## src/rtl/pll_fbdiv_if.sv

```systemverilog
// pll_fbdiv_if -- control/status bundle for the PLL feedback divider.
//
// Signals:
//   en    enable for the divider (driven by the PLL controller)
//   div   requested divide ratio N
//   load  one-cycle strobe that captures div as the pending ratio
//   out   divided clock towards the PFD (registered in the divider)
//   tc    terminal-count pulse, one cycle per output period
//   busy  a captured ratio is waiting for the next period boundary
//
// Modports:
//   master  the controller side: drives en/div/load, observes status
//   slave   the divider side: samples en/div/load, drives out/tc/busy
interface pll_fbdiv_if #(
    parameter int WIDTH = 8
);
    logic             en;
    logic [WIDTH-1:0] div;
    logic             load;
    logic             out;
    logic             tc;
    logic             busy;

    modport master (
        output en,
        output div,
        output load,
        input  out,
        input  tc,
        input  busy
    );

    modport slave (
        input  en,
        input  div,
        input  load,
        output out,
        output tc,
        output busy
    );
endinterface

```

## src/rtl/pll_fbdiv.sv

```systemverilog
// pll_fbdiv -- programmable integer-N feedback divider.
//
// Runs on the VCO clock and divides it by N to produce the feedback clock
// for the phase-frequency detector. The output is high for ceil(N/2)
// cycles and low for floor(N/2) cycles of every N-cycle period. New
// ratios are captured into a pending register and only promoted to the
// active ratio at a period boundary (or straight away while disabled), so
// the PFD never sees a truncated period.
//
// Ports:
//   clk   VCO clock, rising-edge
//   r     synchronous active-high reset
//   vdd   supply pin, no logic function
//   vss   supply pin, no logic function
//   bus   pll_fbdiv_if.slave: en, div, load in; out, tc, busy out
//
// Parameters:
//   WIDTH    width of the ratio and of the period counter
//   DEF_DIV  ratio used after reset, 2 .. 2**WIDTH-1
module pll_fbdiv #(
    parameter int WIDTH   = 8,
    parameter int DEF_DIV = 4
) (
    input  logic        clk,
    input  logic        r,
    input  logic        vdd,
    input  logic        vss,
    pll_fbdiv_if.slave  bus
);

    localparam logic [WIDTH-1:0] DEF_N = WIDTH'(DEF_DIV);
    localparam logic [WIDTH-1:0] ONE   = WIDTH'(1);
    localparam logic [WIDTH-1:0] TWO   = WIDTH'(2);

    logic [WIDTH-1:0] cnt;
    logic [WIDTH-1:0] n_act;
    logic [WIDTH-1:0] n_pend;
    logic             out_q;
    logic             tc_q;
    logic             busy_q;

    logic [WIDTH-1:0] hi;
    logic [WIDTH-1:0] last;
    logic             at_last;
    logic [WIDTH-1:0] div_clamped;

    // Supply pins exist only to match the analog macro footprint.
    logic unused_supply;
    assign unused_supply = vdd ^ vss;

    // ceil(N/2) without needing an extra bit: N - floor(N/2).
    assign hi      = n_act - (n_act >> 1);
    // n_act is never below 2, so this cannot underflow.
    assign last    = n_act - ONE;
    assign at_last = (cnt == last);

    // Ratios 0 and 1 cannot be produced by this counter; treat them as 2.
    assign div_clamped = (bus.div < TWO) ? TWO : bus.div;

    always_ff @(posedge clk) begin
        if (r) begin
            cnt    <= '0;
            n_act  <= DEF_N;
            n_pend <= DEF_N;
            out_q  <= 1'b0;
            tc_q   <= 1'b0;
            busy_q <= 1'b0;
        end else begin
            if (bus.en) begin
                cnt   <= at_last ? '0 : cnt + ONE;
                out_q <= (cnt < hi);
                tc_q  <= at_last;
                // The period that is finishing keeps the old ratio; the
                // next one starts from cnt=0 with the new ratio.
                if (busy_q && at_last) begin
                    n_act  <= n_pend;
                    busy_q <= 1'b0;
                end
            end else begin
                cnt   <= '0;
                out_q <= 1'b0;
                tc_q  <= 1'b0;
                // Nothing is running, so there is no period to protect.
                if (busy_q) begin
                    n_act  <= n_pend;
                    busy_q <= 1'b0;
                end
            end

            // Placed last so a load on an apply edge keeps busy set: the
            // previously pending ratio is applied and the new one waits.
            if (bus.load) begin
                n_pend <= div_clamped;
                busy_q <= 1'b1;
            end
        end
    end

    assign bus.out  = out_q;
    assign bus.tc   = tc_q;
    assign bus.busy = busy_q;

endmodule

```

## src/flat_wrapper.sv

```systemverilog
// flat-port wrapper written by rule: the top's interface ports become plain ports
module pll_fbdiv_flat 
#(
    parameter int WIDTH   = 8,
    parameter int DEF_DIV = 4
)
  (clk, r, vdd, vss, bus_en, bus_div, bus_load, bus_out, bus_tc, bus_busy);
  pll_fbdiv_if #(.WIDTH(WIDTH)) bus_i ();
  input  logic clk;
  input  logic r;
  input  logic vdd;
  input  logic vss;
  input wire logic [$bits(bus_i.en)-1:0] bus_en;
  input wire logic [$bits(bus_i.div)-1:0] bus_div;
  input wire logic [$bits(bus_i.load)-1:0] bus_load;
  output wire logic [$bits(bus_i.out)-1:0] bus_out;
  output wire logic [$bits(bus_i.tc)-1:0] bus_tc;
  output wire logic [$bits(bus_i.busy)-1:0] bus_busy;
  assign bus_i.en = bus_en;
  assign bus_i.div = bus_div;
  assign bus_i.load = bus_load;
  assign bus_out = bus_i.out;
  assign bus_tc = bus_i.tc;
  assign bus_busy = bus_i.busy;
  pll_fbdiv #(.WIDTH(WIDTH), .DEF_DIV(DEF_DIV)) u_core (.clk(clk), .r(r), .vdd(vdd), .vss(vss), .bus(bus_i));
endmodule
```

## config.mk

```make
export PLATFORM = sky130hd
export DESIGN_NAME = pll_fbdiv_flat
export DESIGN_NICKNAME = d
export VERILOG_FILES = /design/src/rtl/pll_fbdiv_if.sv /design/src/rtl/pll_fbdiv.sv /design/src/flat_wrapper.sv
export SDC_FILE = /design/constraint.sdc
export NUM_CORES = 1
export LEC_CHECK = 0
export CAP_MARGIN = 0
export CORE_MARGIN = 2
export CORE_UTILIZATION = 45
export CTS_CLUSTER_DIAMETER = 150
export DETAILED_ROUTE_END_ITERATION = 8
export PLACE_DENSITY = 0.65
export SLEW_MARGIN = 20
export SYNTH_ARGS = -nofsm -noshare
export SYNTH_HDL_FRONTEND = slang
export SYNTH_SLANG_ARGS = --single-unit
```

## constraint.sdc

```tcl
create_clock -name clk -period 5.45 [get_ports clk]
set_input_delay 1.635 -clock clk [delete_from_list [all_inputs] [get_ports clk]]
set_output_delay 1.635 -clock clk [all_outputs]
set_load 0.01 [all_outputs]
```

### Yosys cells after proc, flatten, opt, wreduce, memory -nomap -nowiden

Index checks and enable logic that the tools add are counted.

| operators by class | value |
|---|---|
| add/sub/neg operators | 3 |
| magnitude comparators | 2 |
| equality and inequality tests | 3 |
| mux-type cells | 7 |
| bitwise logic cells | 1 |
| reductions and logical operators | 5 |

Operator list:

| operator | count |
|---|---|
| two-way mux 8 bit | 4 |
| adder 8 x 1 -> 8 bit (second input constant) | 1 |
| equality test 8 bit | 1 |
| less-than comparator 8 x 2 -> 1 bit (second input constant) | 1 |
| less-than comparator 8 bit | 1 |
| subtractor 8 x 1 -> 8 bit (second input constant) | 1 |
| subtractor 8 x 7 -> 8 bit | 1 |
| two-way mux 1 bit | 3 |
| inequality test 3 x 1 -> 1 bit (second input constant) | 1 |
| OR reduction 3 bit | 1 |
| inequality test 2 x 1 -> 1 bit (second input constant) | 1 |
| AND reduction 2 bit | 1 |
| nonzero test 2 bit | 1 |
| OR reduction 2 bit | 1 |
| logical AND 1 bit | 1 |
| inverter 1 bit | 1 |

| storage, ports and cells | value |
|---|---|
| register bits | 27 |
| input bits | 14 |

### Depth between registers and ports, before layout

Gate-level depths: netlist of the first run.

| depth | value |
|---|---|
| word-level depth | 6 |
| gate-level depth with buffers | 14 |
| mapped depth without buffers | 14 |

### Worst setup path after synthesis of the first run

No wires, ideal clock.

| timing | value |
|---|---|
| path kind | input to register |
| start point | in bus_div[5] |
| end point | reg u_core.n_pend[0] |
| library setup time | 0.114 ns |
| data arrival time | 2.646 ns |
| setup slack | 2.690 ns |
| stages | 4 |
| buffers on the path | 0 |
| cell sequence | or4_1 o41ai_1 o2bb2ai_1 nor2b_1 |

| on the way | value |
|---|---|
| word-level cells in the longest chain between the ends | 2 |

RTL lines:

| item | line | text |
|---|---|---|
| start: declaration | flat_wrapper.sv:14 | `input wire logic [$bits(bus_i.div)-1:0] bus_div;` |
| less-than comparator 8 x 2 -> 1 bit | pll_fbdiv.sv:58 | `assign div_clamped = (bus.div < TWO) ? TWO : bus.div;` |
| two-way mux 8 bit | pll_fbdiv.sv:58 |  |
| end signal: assignment | pll_fbdiv.sv:93 | `n_pend <= div_clamped;` |
| end: declaration | pll_fbdiv.sv:37 | `logic [WIDTH-1:0] n_pend;` |

Every way passes these cells.
A chain may end at the register's enable or synchronous reset.

### Worst setup path in the final report of the first run

Same ends and word-level chain as after synthesis.

==> reports/metrics.yaml, run 1 <==
synth:
  synth_flop_cell: "dfxtp_1"
  synth_cells: 187
  postSynth.asyncResetShare: 0
  post-synth-top-count-cell: "nor2_1"
  synth_cell_types: 37
  yosys.area.top_type: "dfxtp_1"
  synth_commonest_cells: "nor2_1, dfxtp_1, ha_1"
  synth-edff-count: 0
  yosysWarnings: 0
  synth.net_count: 225
  syn_area_sq_um: 1720
  yosysSeqAreaShare: 0.314
  ys_ff_latch: 27
  yosys-top-cells-area: "dfxtp_1, ha_1, xnor2_1"
  synthDominantCellAreaShare: 0.314
  synth.avg_cell_area_sq_um: 9.21
critical_path:
  path_cells: "clkdlybuf4s50_1 -> or4_1 -> o41ai_1 -> o2bb2ai_1 -> nor2b_1"
  crit_path_top_delay_cell: "or4_1"
  crit_fanout: 2
  cp-start-kind: "primary input"
  slowest_delay_ns: 0.53
  crit_start: "bus_div[5]"
  required_ns: 5.60
  critPathBufInv: 1
  endpoint_kind: "flip-flop"
  ff2ff_path_depth: 12
  criticalPathCategory: "in2reg"
  cp.depth: 5
  arrival_ns: 3.22
  r2r-start: "u_core.n_act[2]"
  critPathTopFamily: "simple AND/OR/NAND/NOR gates"
floorplan:
  io-pin-count: 17
  dieHeight_um: 65.9
  die_x_um: 65.9
  core-area_sq_um: 3660
  rows: 22
  die-area_sq_um: 4340
  initial_core_util: 0.471
cts:
  clock_path_buffers: 2
  clkLatencyLatePin_ns: 0.27
  cts_resized: 0
  cts_setup_buffers: 0
  cts_tree: "done"
  cts_num_sinks: 27
  htree_levels: 1
  cts_buffers: 3
  cts-root-buf: "clkbuf_8"
  clkSlewWorstSetupHoldPaths_ns: 0.09
  cts_hold_buffers: 0
flow_run:
  drv_cap: 0
power:
  power_density_nw_per_um2: 204
  p_leak_nw: 0.813
  peakVddDrop_mv: 0.0924
route:
  routed_wl_um: 3060
  wire_per_inst_um: 12.3
  vias: 1247
  dr.pass1.iters: 4
  avgViaCountPerCell: 5.01
  post-route-drc-count: 0
  drt-initial-drc-count: 45
  postRouteAntennaNets: 0
finish:
  area_delta_synth_final_pct: 11.9
  nets: 240
  antenna_cells: 0
  finalNonFillerCells: 249
  drive_gt1_frac: 0.0299
  nFillCells: 349
  fin_util: 0.527
worst_hold_path:
  hp-class: "reg2reg"
  min_from: "u_core.n_pend[1]"
  min_delay_path_depth: 2
placed_design:
  place.port_buffers: 14
  pre_cts_ws_ns: 2.05
  dp.cells: 245
  dp_hpwl_um: 2510
  place_congestion: 0.827
sta:
  rsz0062_at_grt: "false"
  finalCritPeriodShare: 0.565
  hold_violations: 0
  fmax_mhz: 325
  final.setup.tns_ns: 0
  tightest_slew_ns: 0.687
  setup-violations-final: 0
  fin_worst_skew_ns: 0.00160
  setup_slack_ns: 2.37
  relSlewSlack: 0.541
  maxSlewViolCount: 0
  period_needed_ns: 3.08
  holdWs_ns: 0.497
global_routing:
  antenna_found_initial: 0
  grt_pass1_wl_um: 5460
  overflow: 0
  grt_max_degree: 20
  grt_pass1_vias: 1309
  grt_use_total: 0.162
outcome:
  status: "finished, final reports clean"
## path summary, 6_finish.rpt
path / endpoint / slack (ns)
setup / recovery: u_core.n_pend[0] / 2.37
hold reg to reg: u_core.n_pend[1] / 0.50
hold / removal: u_core.n_pend[1] / 0.50
setup reg to reg: u_core.bus.out / 2.85
## worst reg2reg max path: stages (launching register included)
cell and delay, ns:
dfxtp_1 0.40, inv_1 0.13, ha_1 0.29, o21bai_1 0.07, a21oi_1 0.23, nor2_1 0.07, o21ba_2 0.21, o41a_1 0.33
xnor2_1 0.14, ha_1 0.29, a21oi_1 0.15, nand2_1 0.06, a31oi_1 0.15
## stage by stage
stage / instance area, sq um / total power, mW
global route: 1930 / 0.417
detailed placement: 1880 / 0.284
floorplan: 1720 / 0.265
global placement: 1880 / 0.282
finish: 1930 / 0.393
CTS: 1930 / 0.398
## layer usage
layer,wire [um],GRT usage,share of wire
met5,0,0,0
met4,33,0.0469,0.011
met3,88,0.0256,0.029
met2,1540,0.308,0.50
met1,1390,0.182,0.46
## cell type report
cell class / count / area, sq um / share of cell area
clock buffers: 4 / 45.0 / 0.0234
well taps: 48 / 60.1 / 0.0311
repair buffers: 14 / 140 / 0.0727
flip-flops and latches: 27 / 541 / 0.280
multi-input cells: 140 / 1080 / 0.561
inverters: 16 / 60.1 / 0.0311
## layout by cell type (no fill, tap or decap), types with 2 or more instances in the layout
cell type,instances
nor2_1,28
a21o_1,3
ha_1,23
clkdlybuf4s50_1,14
clkbuf_8,3
a21boi_0,2
xnor2_1,16
o21bai_1,3
nand2b_1,3
inv_1,16
a21oi_1,5
nor3_1,3
nor2b_1,5
dfxtp_1,27
nand3_1,4
xor2_1,10
nand2_1,5
mux2i_1,12
## logic make-up after synthesis
group	Yosys count	synth area share
DFF	27	0.314
muxes	12	0.0697
AOI/OAI and AO/OA	23	0.0973
adders and majority gates	24	0.179
buffers and inverters	20	0.0581
xor gates and xnor gates	26	0.132
and+or+nand+nor	55	0.150
## power by group
part	switching (mW)	internal, mW
logic	0.0328	0.0365
clock network	0.0618	0.0525
registers	0.00551	0.204
total	0.100	0.293
## state kept, by name, indices dropped and copies added, names as in the netlist
| signal | flops |
|---|---|
| u_core.cnt | 8 |
| u_core.n_pend | 8 |
| u_core.bus.out | 1 |
| u_core.bus.tc | 1 |
| u_core.n_act | 8 |
| u_core.bus.busy | 1 |
Power figures use the tool's default switching activity.
==> run 2, diff against run 1 <==
==> constraint.sdc (replaced) <==
create_clock -name clk -period 3.05 [get_ports clk]
set_input_delay 0.915 -clock clk [delete_from_list [all_inputs] [get_ports clk]]
set_output_delay 0.915 -clock clk [all_outputs]
set_load 0.01 [all_outputs]
==> reports/metrics.yaml, run 2 (synthesis results as in run 1) <==
route:
  postRouteAntennaNets: 0
  drt-initial-drc-count: 20
  routed_wl_um: 3060
  wire_per_inst_um: 12.2
  vias: 1267
  avgViaCountPerCell: 5.07
  dr.pass1.iters: 4
  post-route-drc-count: 0
cts:
  cts_setup_buffers: 0
  htree_levels: 1
  cts_buffers: 3
  cts_tree: "done"
  cts-root-buf: "clkbuf_8"
  clkSlewWorstSetupHoldPaths_ns: 0.09
  clkLatencyLatePin_ns: 0.28
  clock_path_buffers: 2
  cts_num_sinks: 27
  cts_resized: 0
  cts_hold_buffers: 0
placed_design:
  place_congestion: 0.828
  dp_hpwl_um: 2500
  place.port_buffers: 14
  dp.cells: 246
  pre_cts_ws_ns: 0.329
worst_hold_path:
  hp-class: "reg2reg"
sta:
  rsz0062_at_grt: "false"
  setup-violations-final: 0
  setup_slack_ns: 0.366
  fin_worst_skew_ns: 0.00538
  maxSlewViolCount: 0
  hold_violations: 0
  relSlewSlack: 0.651
  tightest_slew_ns: 0.517
  final.setup.tns_ns: 0
  fmax_mhz: 373
  finalCritPeriodShare: 0.880
  period_needed_ns: 2.68
finish:
  finalNonFillerCells: 250
  final_common_cell: "nor2_1"
  drive_gt1_frac: 0.0347
  fin_util: 0.529
  final_cell_mix: "nor2_1, dfxtp_1, ha_1"
  nFillCells: 350
  area_delta_synth_final_pct: 12.3
  largest_registers: "u_core.cnt: 8 flops, u_core.n_act: 8 flops, u_core.n_pend: 8 flops"
  nets: 241
  antenna_cells: 0
floorplan:
  initial_core_util: 0.471
  core-area_sq_um: 3660
  rows: 22
  die_x_um: 65.9
  dieHeight_um: 65.9
  die-area_sq_um: 4340
  io-pin-count: 17
global_routing:
  grt_pass1_vias: 1203
  overflow: 0
  grt_pass1_wl_um: 5220
  antenna_found_initial: 0
  grt_max_degree: 19
  grt_use_total: 0.157
power:
  p_leak_nw: 0.818
  peakVddDrop_mv: 0.170
  power_density_nw_per_um2: 366
critical_path:
  crit_path_top_delay_cell: "dfxtp_1"
  required_ns: 3.25
  crit_fanout: 5
  arrival_ns: 2.89
  endpoint: "u_core.bus.out"
  cp.depth: 12
  crit_start: "u_core.n_act[1]"
  worst-r2r-setup-slack_ns: 0.37
  r2r_end: "u_core.bus.out"
  criticalPathCategory: "reg2reg"
  cp-start-kind: "flip-flop"
  path_cells: "inv_1 -> ha_1 -> o21bai_1 -> a21oi_1 -> nor2_1 -> o21ba_2 -> o41a_1 -> xnor2_1 -> ha_1 -> a21oi_1 -> nand2_1 -> a31oi_1"
  ff2ff_path_depth: 12
  endpoint_kind: "flip-flop"
  r2r-start: "u_core.n_act[1]"
  critPathTopFamily: "compound AO/OA/AOI/OAI gates"
  critPathBufInv: 1
  slowest_delay_ns: 0.45
outcome:
  status: "finished, final reports clean"
flow_run:
  drv_cap: 0
run 2: worst min-delay path by stage:
stage | from | endpoint | slack, ns | cells past startpoint
after CTS | u_core.n_pend[1] | u_core.n_pend[1] | 0.49 | 2
after global routing | u_core.n_pend[1] | u_core.n_pend[1] | 0.51 | 2
final | u_core.n_pend[1] | u_core.n_pend[1] | 0.49 | 2
after floorplan | u_core.n_pend[1] | u_core.n_pend[1] | 0.45 | 2
after global placement | u_core.n_pend[1] | u_core.n_pend[1] | 0.47 | 2
after detailed placement | u_core.n_pend[1] | u_core.n_pend[1] | 0.47 | 2
run 2: per-stage QoR:
step | instance area, sq um | total power, mW | hold slack (ns)
global route | 1940 | 0.744 | 0.506
detailed placement | 1890 | 0.509 | 0.469
finish | 1940 | 0.708 | 0.485
CTS | 1940 | 0.715 | 0.486
global placement | 1890 | 0.506 | 0.472
floorplan | 1720 | 0.474 | 0.453
run 2: worst min-delay path: stages, from the launching register on:
cell,delay (ns)
dfxtp_1,0.32
nor2_1,0.08
nor3_1,0.05
run 2: layer usage:
layer / global-route usage / part of all wire
met1: 0.191 / 0.48
met2: 0.278 / 0.48
met3: 0.0256 / 0.033
met4: 0.0547 / 0.014
met5: 0 / 0
run 2: cell type report:
cell class | count | area, sq um | share of cell area
Timing Repair Buffer | 15 | 148 | 0.0763
Tap cell | 48 | 60.1 | 0.0310
Sequential cell | 27 | 541 | 0.279
Multi-Input combinational cell | 140 | 1080 | 0.559
Clock buffer | 4 | 45.0 | 0.0233
Inverter | 16 | 60.1 | 0.0310
run 2: power breakdown:
group / internal (mW) / switching (mW)
clock network: 0.0939 / 0.113
logic: 0.0659 / 0.0602
registers: 0.365 / 0.00998
total: 0.525 / 0.183
==> run 3, diff against run 2 <==
--- a/config.mk
+++ b/config.mk
@@ -5,12 +5,10 @@
 export SDC_FILE = /design/constraint.sdc
 export NUM_CORES = 1
 export LEC_CHECK = 0
-export CAP_MARGIN = 0
 export CORE_MARGIN = 2
-export CORE_UTILIZATION = 45
+export CORE_UTILIZATION = 43
 export CTS_CLUSTER_DIAMETER = 150
 export DETAILED_ROUTE_END_ITERATION = 8
-export PLACE_DENSITY = 0.65
 export SLEW_MARGIN = 20
 export SYNTH_ARGS = -nofsm -noshare
 export SYNTH_HDL_FRONTEND = slang
==> reports/metrics.yaml, run 3 (synthesis results as in run 1) <==
outcome:
  status: "finished, final reports clean"
placed_design:
  place_congestion: 0.806
  dp_hpwl_um: 2510
  place.port_buffers: 14
global_routing:
  antenna_found_initial: 0
  grt_use_total: 0.153
  grt_pass1_vias: 1265
  grt_max_degree: 19
  overflow: 0
  grt_pass1_wl_um: 5310
power:
  power_density_nw_per_um2: 363
  peakVddDrop_mv: 0.194
  p_leak_nw: 0.820
cts:
  cts_resized: 0
  cts_buffers: 3
  htree_levels: 1
  clock_path_buffers: 2
  cts_num_sinks: 27
  clkLatencyLatePin_ns: 0.27
  cts_setup_buffers: 0
  clkSlewWorstSetupHoldPaths_ns: 0.09
  cts_tree: "done"
  cts_hold_buffers: 0
  cts-root-buf: "clkbuf_8"
critical_path:
  slowest_delay_ns: 0.45
  ff2ff_path_depth: 12
  criticalPathCategory: "reg2reg"
  r2r-start: "u_core.n_act[1]"
  crit_path_top_delay_cell: "dfxtp_1"
  critPathBufInv: 1
  worst-r2r-setup-slack_ns: 0.44
  critPathTopFamily: "compound AO/OA/AOI/OAI gates"
  crit_fanout: 5
  cp-start-kind: "flip-flop"
  endpoint_kind: "flip-flop"
  required_ns: 3.26
  cp.depth: 12
  arrival_ns: 2.81
  path_cells: "inv_1 -> ha_1 -> o21bai_1 -> a21oi_1 -> nor2_1 -> o21ba_2 -> o41a_1 -> xnor2_1 -> ha_1 -> a21oi_1 -> nand2_1 -> a31oi_1"
  r2r_end: "u_core.bus.out"
sta:
  maxSlewViolCount: 0
  hold_violations: 0
  tightest_slew_ns: 0.481
  rsz0062_at_grt: "false"
  period_needed_ns: 2.61
  finalCritPeriodShare: 0.855
  fin_worst_skew_ns: 0.00166
  relSlewSlack: 0.675
  fmax_mhz: 384
  setup-violations-final: 0
  holdWs_ns: 0.494
  final.setup.tns_ns: 0
route:
  wire_per_inst_um: 12.1
  post-route-drc-count: 0
  postRouteAntennaNets: 0
  dr.pass1.iters: 4
  vias: 1257
  routed_wl_um: 3060
  drt-initial-drc-count: 29
  avgViaCountPerCell: 4.99
floorplan:
  core-area_sq_um: 3910
  initial_core_util: 0.440
  io-pin-count: 17
  die_x_um: 67.3
  die-area_sq_um: 4530
  rows: 23
  dieHeight_um: 67.3
finish:
  antenna_cells: 0
  drive_gt1_frac: 0.0396
  final_common_cell: "nor2_1"
  area_delta_synth_final_pct: 12.6
  final_cell_mix: "nor2_1, dfxtp_1, ha_1"
  nets: 241
  largest_registers: "u_core.cnt: 8 flops, u_core.n_act: 8 flops, u_core.n_pend: 8 flops"
worst_hold_path:
  hp-class: "reg2reg"
  min_delay_path_depth: 2
  min_from: "u_core.n_pend[1]"
  min_to: "u_core.n_pend[1]"
flow_run:
  drv_cap: 0
[run 3: cell count changes in the layout (fill, tap and decap cells not counted), sizes merged]
| cell | previous run | this run |
|---|---|---|
| clkinv | 0 | 1 |
| clkbuf | 4 | 3 |
[run 3: area by class of cell]
class,instances,area [sq um]
clock buffer,3,41.3
clock inverter,1,5.00
fill,381,1970
inverter,16,60.1
multi-input combinational,140,1080
sequential,27,541
tap,50,62.6
timing repair buffer,15,148
[run 3: metrics by stage]
stage / power (mW) / instances / utilization / cell area [sq um] / worst slack [ns]
2_1_floorplan: 0.474 / 187 / - / 1720 / 0.700
4_1_cts: 0.713 / 252 / 0.496 / 1940 / 0.438
5_1_grt: 0.741 / 252 / 0.496 / 1940 / 0.211
3_5_place_dp: 0.511 / 248 / 0.484 / 1890 / 0.381
3_3_place_gp: 0.506 / 248 / 0.484 / 1890 / 0.401
6_report: 0.704 / 252 / 0.496 / 1940 / 0.443
[run 3: layer usage]
layer	vias to the layer above	routed length, um	GRT usage
met5	-	0	0
met4	0	50	0.0536
met3	6	96	0.0167
met2	24	1470	0.277
met1	571	1440	0.186
li1	656	-	-
[run 3: tightest hold or removal path: cells and delay by family, from the launching register on]
family	cells	cell delay, ns
DFF	1	0.32
and+or+nand+nor	2	0.13
[run 3: power by group]
part | switching (mW) | internal, mW | total, mW
Combinational | 0.0602 | 0.0661 | 0.126
Clock | 0.112 | 0.0915 | 0.203
Sequential | 0.00978 | 0.365 | 0.375
[run 3: how the worst max path moves through the flow]
stage | slack [ns] | startpoint | end
final | 0.44 | u_core.n_act[1] | u_core.bus.out
after CTS | 0.44 | u_core.n_act[1] | u_core.bus.out
after floorplan | 0.70 | u_core.n_act[2] | u_core.bus.out
after global routing | 0.21 | u_core.n_act[1] | u_core.bus.out
after detailed placement | 0.38 | bus_div[5] | u_core.n_pend[0]
after global placement | 0.40 | bus_div[5] | u_core.n_pend[0]
